[src/rtl/if_prefetch_stage_pkg.sv]
// Shared CPU front-end definitions: NOP encoding, redirect priority, fetch-queue payload.
package if_prefetch_stage_pkg;

    localparam int unsigned PC_W    = 30;
    localparam int unsigned INST_W  = 32;
    localparam int unsigned FETCH_W = PC_W + INST_W;

    localparam logic [INST_W-1:0] NOP_INST = 32'h0000_0013;

    typedef enum logic [2:0] {
        REDIR_NONE  = 3'd0,
        REDIR_START = 3'd1,
        REDIR_TRAP  = 3'd2,
        REDIR_RET   = 3'd3,
        REDIR_JMP   = 3'd4
    } redir_e;

    typedef struct packed {
        logic [PC_W-1:0]   pc;
        logic [INST_W-1:0] inst;
    } fetch_entry_t;

    // Fixed priority: pc_start > trap > ret > jmp.
    function automatic redir_e redir_pick(input logic start, input logic trap,
                                          input logic ret, input logic jmp);
        if (start)     return REDIR_START;
        else if (trap) return REDIR_TRAP;
        else if (ret)  return REDIR_RET;
        else if (jmp)  return REDIR_JMP;
        else           return REDIR_NONE;
    endfunction

endpackage

[src/rtl/if_prefetch_stage_if.sv]
// IF -> ID handshake: head instruction/PC offered with valid, consumed on ready.
interface if_prefetch_stage_if;
    import if_prefetch_stage_pkg::*;

    logic              id_valid;
    logic              id_ready;
    logic [INST_W-1:0] inst_id;
    logic [PC_W-1:0]   pc_id;

    modport master (output id_valid, inst_id, pc_id, input id_ready);
    modport slave  (input id_valid, inst_id, pc_id, output id_ready);

endinterface

[src/rtl/if_prefetch_stage_fetch_fifo.sv]
// Power-of-two FIFO with flush; push is accepted when full if a pop happens in the same cycle.
module fetch_fifo #(
    parameter int unsigned QDEPTH = 4,
    parameter int unsigned DWIDTH = 62
) (
    input  logic                         clk,
    input  logic                         rst_n,
    input  logic                         i_push,
    input  logic                         i_pop,
    input  logic                         i_flush,
    input  logic [DWIDTH-1:0]            i_wdata,
    output logic [DWIDTH-1:0]            o_rdata,
    output logic [$clog2(QDEPTH):0]      o_count
);

    localparam int unsigned PW = $clog2(QDEPTH);
    localparam int unsigned CW = PW + 1;

    logic [DWIDTH-1:0] r_mem [QDEPTH];
    logic [PW-1:0]     r_rd;
    logic [PW-1:0]     r_wr;
    logic [CW-1:0]     r_count;
    logic              w_do_pop;
    logic              w_do_push;

    assign w_do_pop  = i_pop & (r_count != '0);
    assign w_do_push = i_push & ((r_count != CW'(QDEPTH)) | w_do_pop);

    always_ff @(posedge clk or negedge rst_n) begin
        if (!rst_n) begin
            r_rd    <= '0;
            r_wr    <= '0;
            r_count <= '0;
        end else if (i_flush) begin
            r_rd    <= '0;
            r_wr    <= '0;
            r_count <= '0;
        end else begin
            if (w_do_push) r_wr <= r_wr + PW'(1);
            if (w_do_pop)  r_rd <= r_rd + PW'(1);
            r_count <= r_count + CW'(w_do_push) - CW'(w_do_pop);
        end
    end

    // Storage needs no reset; occupancy alone defines validity.
    always_ff @(posedge clk) begin
        if (w_do_push && !i_flush) r_mem[r_wr] <= i_wdata;
    end

    assign o_rdata = r_mem[r_rd];
    assign o_count = r_count;

endmodule

[src/rtl/if_prefetch_stage.sv]
// Instruction prefetch: PC/redirect control, single-cycle RAM fetch, and a fetch queue toward ID.
module if_prefetch_stage
    import if_prefetch_stage_pkg::*;
#(
    parameter int unsigned       IWIDTH   = 14,
    parameter int unsigned       QDEPTH   = 4,
    parameter logic [PC_W-1:0]   RESET_PC = 30'd0
) (
    input  logic                 clk,
    input  logic                 rst_n,
    input  logic                 pc_start,
    input  logic [PC_W-1:0]      start_adr,
    input  logic                 redir_trap,
    input  logic [PC_W-1:0]      trap_adr,
    input  logic                 redir_ret,
    input  logic [PC_W-1:0]      ret_adr,
    input  logic                 redir_jmp,
    input  logic [PC_W-1:0]      jmp_adr,
    if_prefetch_stage_if.master  id_bus,
    output logic                 post_redir,
    output logic [IWIDTH-1:0]    iram_radr,
    input  logic [INST_W-1:0]    iram_rdata,
    input  logic                 mon_sel,
    input  logic [IWIDTH-1:0]    mon_radr,
    output logic [INST_W-1:0]    mon_rdata,
    output logic [31:0]          pc_data
);

    localparam int unsigned CW = $clog2(QDEPTH) + 1;

    logic [PC_W-1:0]    r_pc;
    logic [PC_W-1:0]    r_inflight_pc;
    logic               r_inflight;
    logic               r_post_redir;
    logic               r_trap_sup;

    redir_e             w_sel;
    logic               w_flush;
    logic               w_issue;
    logic               w_push;
    logic               w_pop;
    logic [CW:0]        w_load;
    logic [CW-1:0]      w_count;
    logic [FETCH_W-1:0] w_fifo_rdata;
    fetch_entry_t       w_head;
    fetch_entry_t       w_wentry;

    // ret/jmp are ignored the cycle after a taken trap; trap itself always wins.
    assign w_sel   = redir_pick(pc_start, redir_trap,
                                redir_ret & ~r_trap_sup, redir_jmp & ~r_trap_sup);
    assign w_flush = (w_sel != REDIR_NONE);

    assign w_load  = {1'b0, w_count} + {{CW{1'b0}}, r_inflight};
    assign w_issue = ~mon_sel & ~w_flush & (w_load < (CW+1)'(QDEPTH));
    assign w_push  = r_inflight & ~w_flush;
    assign w_pop   = id_bus.id_valid & id_bus.id_ready & ~w_flush;

    always_ff @(posedge clk or negedge rst_n) begin
        if (!rst_n) begin
            r_pc          <= RESET_PC;
            r_inflight    <= 1'b0;
            r_inflight_pc <= '0;
            r_post_redir  <= 1'b0;
            r_trap_sup    <= 1'b0;
        end else begin
            unique case (w_sel)
                REDIR_START: r_pc <= start_adr;
                REDIR_TRAP:  r_pc <= trap_adr;
                REDIR_RET:   r_pc <= ret_adr;
                REDIR_JMP:   r_pc <= jmp_adr;
                default:     if (w_issue) r_pc <= r_pc + PC_W'(1);
            endcase
            r_inflight    <= w_issue;
            r_inflight_pc <= r_pc;
            r_post_redir  <= (w_sel == REDIR_TRAP) | (w_sel == REDIR_RET) | (w_sel == REDIR_JMP);
            r_trap_sup    <= (w_sel == REDIR_TRAP);
        end
    end

    assign w_wentry = '{pc: r_inflight_pc, inst: iram_rdata};

    fetch_fifo #(
        .QDEPTH (QDEPTH),
        .DWIDTH (FETCH_W)
    ) u_fetch_fifo (
        .clk     (clk),
        .rst_n   (rst_n),
        .i_push  (w_push),
        .i_pop   (w_pop),
        .i_flush (w_flush),
        .i_wdata (w_wentry),
        .o_rdata (w_fifo_rdata),
        .o_count (w_count)
    );

    assign w_head          = fetch_entry_t'(w_fifo_rdata);
    assign id_bus.id_valid = (w_count != '0);
    assign id_bus.inst_id  = id_bus.id_valid ? w_head.inst : NOP_INST;
    assign id_bus.pc_id    = id_bus.id_valid ? w_head.pc   : '0;

    assign iram_radr  = mon_sel ? mon_radr : r_pc[IWIDTH-1:0];
    assign mon_rdata  = iram_rdata;
    assign pc_data    = {r_pc, 2'b00};
    assign post_redir = r_post_redir;

endmodule

[src/flat_wrapper.sv]
// flat-port wrapper written by rule: the top's interface ports become plain ports
module if_prefetch_stage_flat import if_prefetch_stage_pkg::*;
#(
    parameter int unsigned       IWIDTH   = 14,
    parameter int unsigned       QDEPTH   = 4,
    parameter logic [PC_W-1:0]   RESET_PC = 30'd0
)
  (clk, rst_n, pc_start, start_adr, redir_trap, trap_adr, redir_ret, ret_adr, redir_jmp, jmp_adr, post_redir, iram_radr, iram_rdata, mon_sel, mon_radr, mon_rdata, pc_data, id_bus_id_valid, id_bus_inst_id, id_bus_pc_id, id_bus_id_ready);
  if_prefetch_stage_if id_bus_i ();
  input  logic clk;
  input  logic rst_n;
  input  logic pc_start;
  input  logic [PC_W-1:0] start_adr;
  input  logic redir_trap;
  input  logic [PC_W-1:0] trap_adr;
  input  logic redir_ret;
  input  logic [PC_W-1:0] ret_adr;
  input  logic redir_jmp;
  input  logic [PC_W-1:0] jmp_adr;
  output logic post_redir;
  output logic [IWIDTH-1:0] iram_radr;
  input  logic [INST_W-1:0] iram_rdata;
  input  logic mon_sel;
  input  logic [IWIDTH-1:0] mon_radr;
  output logic [INST_W-1:0] mon_rdata;
  output logic [31:0] pc_data;
  output wire logic [$bits(id_bus_i.id_valid)-1:0] id_bus_id_valid;
  output wire logic [$bits(id_bus_i.inst_id)-1:0] id_bus_inst_id;
  output wire logic [$bits(id_bus_i.pc_id)-1:0] id_bus_pc_id;
  input wire logic [$bits(id_bus_i.id_ready)-1:0] id_bus_id_ready;
  assign id_bus_id_valid = id_bus_i.id_valid;
  assign id_bus_inst_id = id_bus_i.inst_id;
  assign id_bus_pc_id = id_bus_i.pc_id;
  assign id_bus_i.id_ready = id_bus_id_ready;
  if_prefetch_stage #(.IWIDTH(IWIDTH), .QDEPTH(QDEPTH), .RESET_PC(RESET_PC)) u_core (.clk(clk), .rst_n(rst_n), .pc_start(pc_start), .start_adr(start_adr), .redir_trap(redir_trap), .trap_adr(trap_adr), .redir_ret(redir_ret), .ret_adr(ret_adr), .redir_jmp(redir_jmp), .jmp_adr(jmp_adr), .id_bus(id_bus_i), .post_redir(post_redir), .iram_radr(iram_radr), .iram_rdata(iram_rdata), .mon_sel(mon_sel), .mon_radr(mon_radr), .mon_rdata(mon_rdata), .pc_data(pc_data));
endmodule
[config.mk]
export PLATFORM = sky130hd
export DESIGN_NAME = if_prefetch_stage_flat
export DESIGN_NICKNAME = d
export VERILOG_FILES = /design/src/rtl/if_prefetch_stage_pkg.sv /design/src/rtl/if_prefetch_stage_if.sv /design/src/rtl/if_prefetch_stage_fetch_fifo.sv /design/src/rtl/if_prefetch_stage.sv /design/src/flat_wrapper.sv
export SDC_FILE = /design/constraint.sdc
export NUM_CORES = 1
export LEC_CHECK = 0
export BUFFER_PORTS_ARGS = -buffer_cell sky130_fd_sc_hd__buf_2
export CAP_MARGIN = 25
export CORE_ASPECT_RATIO = 2
export CORE_MARGIN = 1.5
export CORE_UTILIZATION = 27
export CTS_CLUSTER_DIAMETER = 50
export DETAILED_ROUTE_END_ITERATION = 10
export PLACE_DENSITY = 0.56
export REMOVE_ABC_BUFFERS = 1
export SLEW_MARGIN = 20
export SYNTH_ARGS = -nofsm -noshare
export SYNTH_HDL_FRONTEND = slang
export SYNTH_SLANG_ARGS = --single-unit
export TNS_END_PERCENT = 10
[constraint.sdc]
create_clock -name clk -period 8.33 [get_ports clk]
set_clock_uncertainty 0.15 [all_clocks]
set_input_delay 0.4165 -clock clk [delete_from_list [all_inputs] [get_ports clk]]
set_output_delay 0.4165 -clock clk [all_outputs]
set_load 0.02 [all_outputs]
==> metrics.md <==
| Metric | Value |
|---|---|
| Outcome | finished clean |
| Number of cells on the worst reg-to-reg path | 5 |
| Post-Syn Area per Cell | 16.25 sq um |
| Ant diodes | 0 |
| Clock Path Buffers | 3 |
| Grt ovf | 0 |
| Multi-input logic area | 0.003901 sq mm |
| FP Rows | 116 |
| Tot GR Track Use | 0.1413 |
| Rel. slew slack | 0.3188 |
| WP data required | 7760 ps |
| Top Layer Used | met4 |
| Antenna violations before repair | 2 |
| Synth Instances | 835 |
| GP Congestion | 0.8217 |
| First-pass GRT wire length | 54860 um |
| First-pass DRT Iterations | 6 |
| Final wirelength | 36510 um |
| RSZ-0062 raised after global routing | no |
| Root buf cell | clkbuf_16 |
| Worst setup SP type | flip-flop |
| Min cycle time layout | 3789 ps |
| Leak | 6.422 nW |
| Sequential fraction of design power | 0.523 |
| Initial Util | 0.2726 |
| Die footprint | 0.05170 sq mm |
| Port bufs | 313 |
| WP buf/inv | 2 |
| Filler cell count | 4802 |
| Fin nets | 1351 |
| # Max-Cap Violations | 0 |
| WL met1 | 13630 um |
| Synth Area in Compound Gates | 0.06942 |
| CTS clk-pin slew, worst paths | 70 ps |
| Cell area after synthesis | 0.01357 sq mm |
| Comb power frac | 0.080 |
| Adder-Cell Fraction of Synth Area | 0.008850 |
| Fin crit share | 0.4549 |
| Max-slew violation count | 0 |
| Int Pwr | 2.682 mW |
| HP Start | ret_adr[19] |
| Hold EP | u_core.r_pc[19] |
| RR Startpoint | u_core.r_trap_sup |
| Remaining DRCs | 0 |
| Core area | 0.04978 sq mm |
| Switching Power | 0.8234 mW |
| PD cells | 203.1 mW/mm^2 |
| Area Overhead vs Synth | 27.13% |
| Largest net degree at the start of global routing | 64 |
| Worst path slowest cell | dfrtp_4 |
| 1st-iter DRT viols | 423 |
| Fin. Hold Viols | 0 |
| Crit path cell chain | buf_4 -> mux4_2 -> or2_2 -> buf_2 |
| Die Y | 320.1 um |
| Library cells used by synthesis | 66 |
| Met2 WL | 19740 um |
| HP Class | in2reg |
| Post-synthesis mux area share | 0.1136 |
| DP Cell Count | 1725 |
| CTS buffer count | 29 |
| Clock Latency Late Sink | 570 ps |
| Async SR Flop Fraction | 0.2201 |
| Overall Power | 3.505 mW |
| Antenna Nets Post-Route | 0 |
| Post-CTS sizing | 0 |
| Critical path arrival | 3220 ps |
| R2R Setup Slk | 4900 ps |
| Main combinational cell family by area after synthesis | multiplexers |
| Number of flops mapped to enable cells by yosys | 248 |
| Vias | 8631 |
| CTS Sinks | 318 |
| Avg WL per Cell | 19.84 um |
| Post-DP HPWL | 24190 um |
| Synth Area in XOR/XNOR | 0.009680 |
| Yosys reg bits | 318 |
| Final setup fails | 0 |
| Crit Reg-Reg Endpoint | u_core.r_pc[10] |
| CTS tree | built |
| H-tree depth | 1 |
| Max Freq | 263.9 MHz |
| Layout cells sized above 1 | 0.3929 |
| Worst setup path class | reg2out |
| Setup tns final | 0 ps |
| Measured slew at the worst slew-check pin | 1022 ps |
| DR vias/cell | 4.691 |
| Final instance count without filler cells | 1840 |
| Chip width | 161.5 um |
| Synth Area in Simple Gates | 0.08288 |
| Slowest cell delay on critical path | 860 ps |
| Vias in the first global route | 9254 |
| Register area | 0.009206 sq mm |
| Critical Path End Type | output pin |
| Worst-path fanout max | 35 |
| Boundary Pins | 316 |
| Synth Warn # | 0 |
| Register area share after synthesis | 0.6778 |
| Peak supply drop | 0.1007 mV |
| Clk pwr share | 0.396 |
| Met3 wire length | 1917 um |
| Net Sw Frac | 0.2349 |
| Ys flop type | edfxtp_1 |
| CP top delay family | flip-flops |
| Hold depth | 3 |
==> metrics by stage <==
step	cell area, sq um	hold slack (ps)	worst slack (ps)	utilization
after floorplan	13110	-29.09	4257	-
after global placement	15580	162.0	5017	0.3130
after detailed placement	15610	159.7	4938	0.3135
after CTS	17170	10.85	4391	0.3448
after global routing	17250	58.87	4268	0.3466
final	17250	53.40	4541	0.3466
==> timing repair <==
action,4_1_cts,5_1_grt
setup endpoints to repair,0,0
hold buffers,57,0
hold endpoints to repair,155,0
buffers inserted,0,0
==> tightest hold or removal path: cells and delay by family <==
kind	cells	cell delay, ps
AOI/OAI and AO/OA	2	240
buffers and inverters	1	80
==> layer usage <==
layer  track usage  vias up
met5             0        -
li1              -     3935
met3       0.01919       62
met1        0.1521     4300
met4       0.05638        0
met2        0.2720      334
==> worst max path at each step <==
stage                                startpoint           endpoint  cells after the start
global placement                       pc_start    u_core.r_pc[10]                      7
global route        u_core.u_fetch_fifo.r_rd[0]  id_bus_inst_id[1]                      4
CTS                 u_core.u_fetch_fifo.r_rd[0]  id_bus_inst_id[4]                      4
detailed placement                     pc_start    u_core.r_pc[10]                      7
floorplan           u_core.u_fetch_fifo.r_rd[0]  id_bus_inst_id[0]                      2
finish              u_core.u_fetch_fifo.r_rd[0]  id_bus_inst_id[4]                      4
==> flip-flops by register name, summed over array words and instances, names as in the netlist <==
register                     flops
u_core.u_fetch_fifo.r_mem      248
u_core.r_inflight_pc            30
u_core.r_pc                     30
u_core.u_fetch_fifo.o_count      3
u_core.u_fetch_fifo.r_rd         2
u_core.u_fetch_fifo.r_wr         2
u_core.post_redir                1
u_core.r_inflight                1
u_core.r_trap_sup                1
==> logic make-up (layout without fill, tap and decap cells) <==
logic type,after synthesis,in the layout
AOI/OAI and AO/OA,120,120
xor gates and xnor gates,15,15
adders and majority gates,9,9
buffers and inverters,94,449
DFF,318,318
muxes,75,75
other,1,2
and+or+nand+nor,203,203
==> area by class of cell <==
| type | count | share of cell area |
|---|---|---|
| Clock buffer | 37 | 0.04496 |
| Multi-Input combinational cell | 424 | 0.2261 |
| Sequential cell | 318 | 0.5336 |
| Inverter | 12 | 0.002611 |
| Clock inverter | 17 | 0.01240 |
| Timing Repair Buffer | 383 | 0.1333 |
| Tap cell | 649 | 0.04706 |
==> power groups by stage <==
stage	clock network (mW)	logic (mW)	registers, mW
floorplan	0	0.0942	1.86
global placement	0	0.254	1.86
global route	1.48	0.305	1.84
CTS	1.44	0.283	1.84
detailed placement	0	0.258	1.87
finish	1.39	0.281	1.83
==> cells in the final DEF (no fill, tap or decap), drive strengths merged, types with 13 or more instances in the layout <==
master	instances
a221o	13
a221oi	14
and2	67
buf	326
clkbuf	37
dfrtp	70
dlygate4sd3	57
edfxtp	248
inv	15
mux4	62
nand2	42
nand3	19
nor2	19
==> synth_stat cells, drive strengths merged, types with 4 or more instances <==
| library cell | instances | area share |
|---|---|---|
| and3 | 10 | 0.0054 |
| nor2 | 19 | 0.0053 |
| ha | 8 | 0.0074 |
| clkbuf | 29 | 0.0080 |
| nand2 | 42 | 0.012 |
| nor4 | 7 | 0.0032 |
| xor2 | 5 | 0.0032 |
| a221o | 13 | 0.0096 |
| a211oi | 5 | 0.0028 |
| nand4 | 9 | 0.0041 |
| a222oi | 6 | 0.0044 |
| a21oi | 12 | 0.0044 |
| a21o | 4 | 0.0022 |
| inv | 11 | 0.0030 |
| nor3 | 9 | 0.0033 |
| and2 | 67 | 0.031 |
| a31oi | 5 | 0.0023 |
| xnor2 | 10 | 0.0065 |
| buf | 53 | 0.026 |
| o21ai | 10 | 0.0037 |
| edfxtp | 248 | 0.55 |
| o211ai | 7 | 0.0039 |
| a22o | 10 | 0.0065 |
| mux2 | 12 | 0.010 |
| a221oi | 14 | 0.0090 |
| and4 | 4 | 0.0026 |
| dfrtp | 70 | 0.13 |
| nand3 | 19 | 0.0074 |
| mux4 | 62 | 0.10 |
| a22oi | 11 | 0.0061 |
Power figures use the tool's default switching activity.
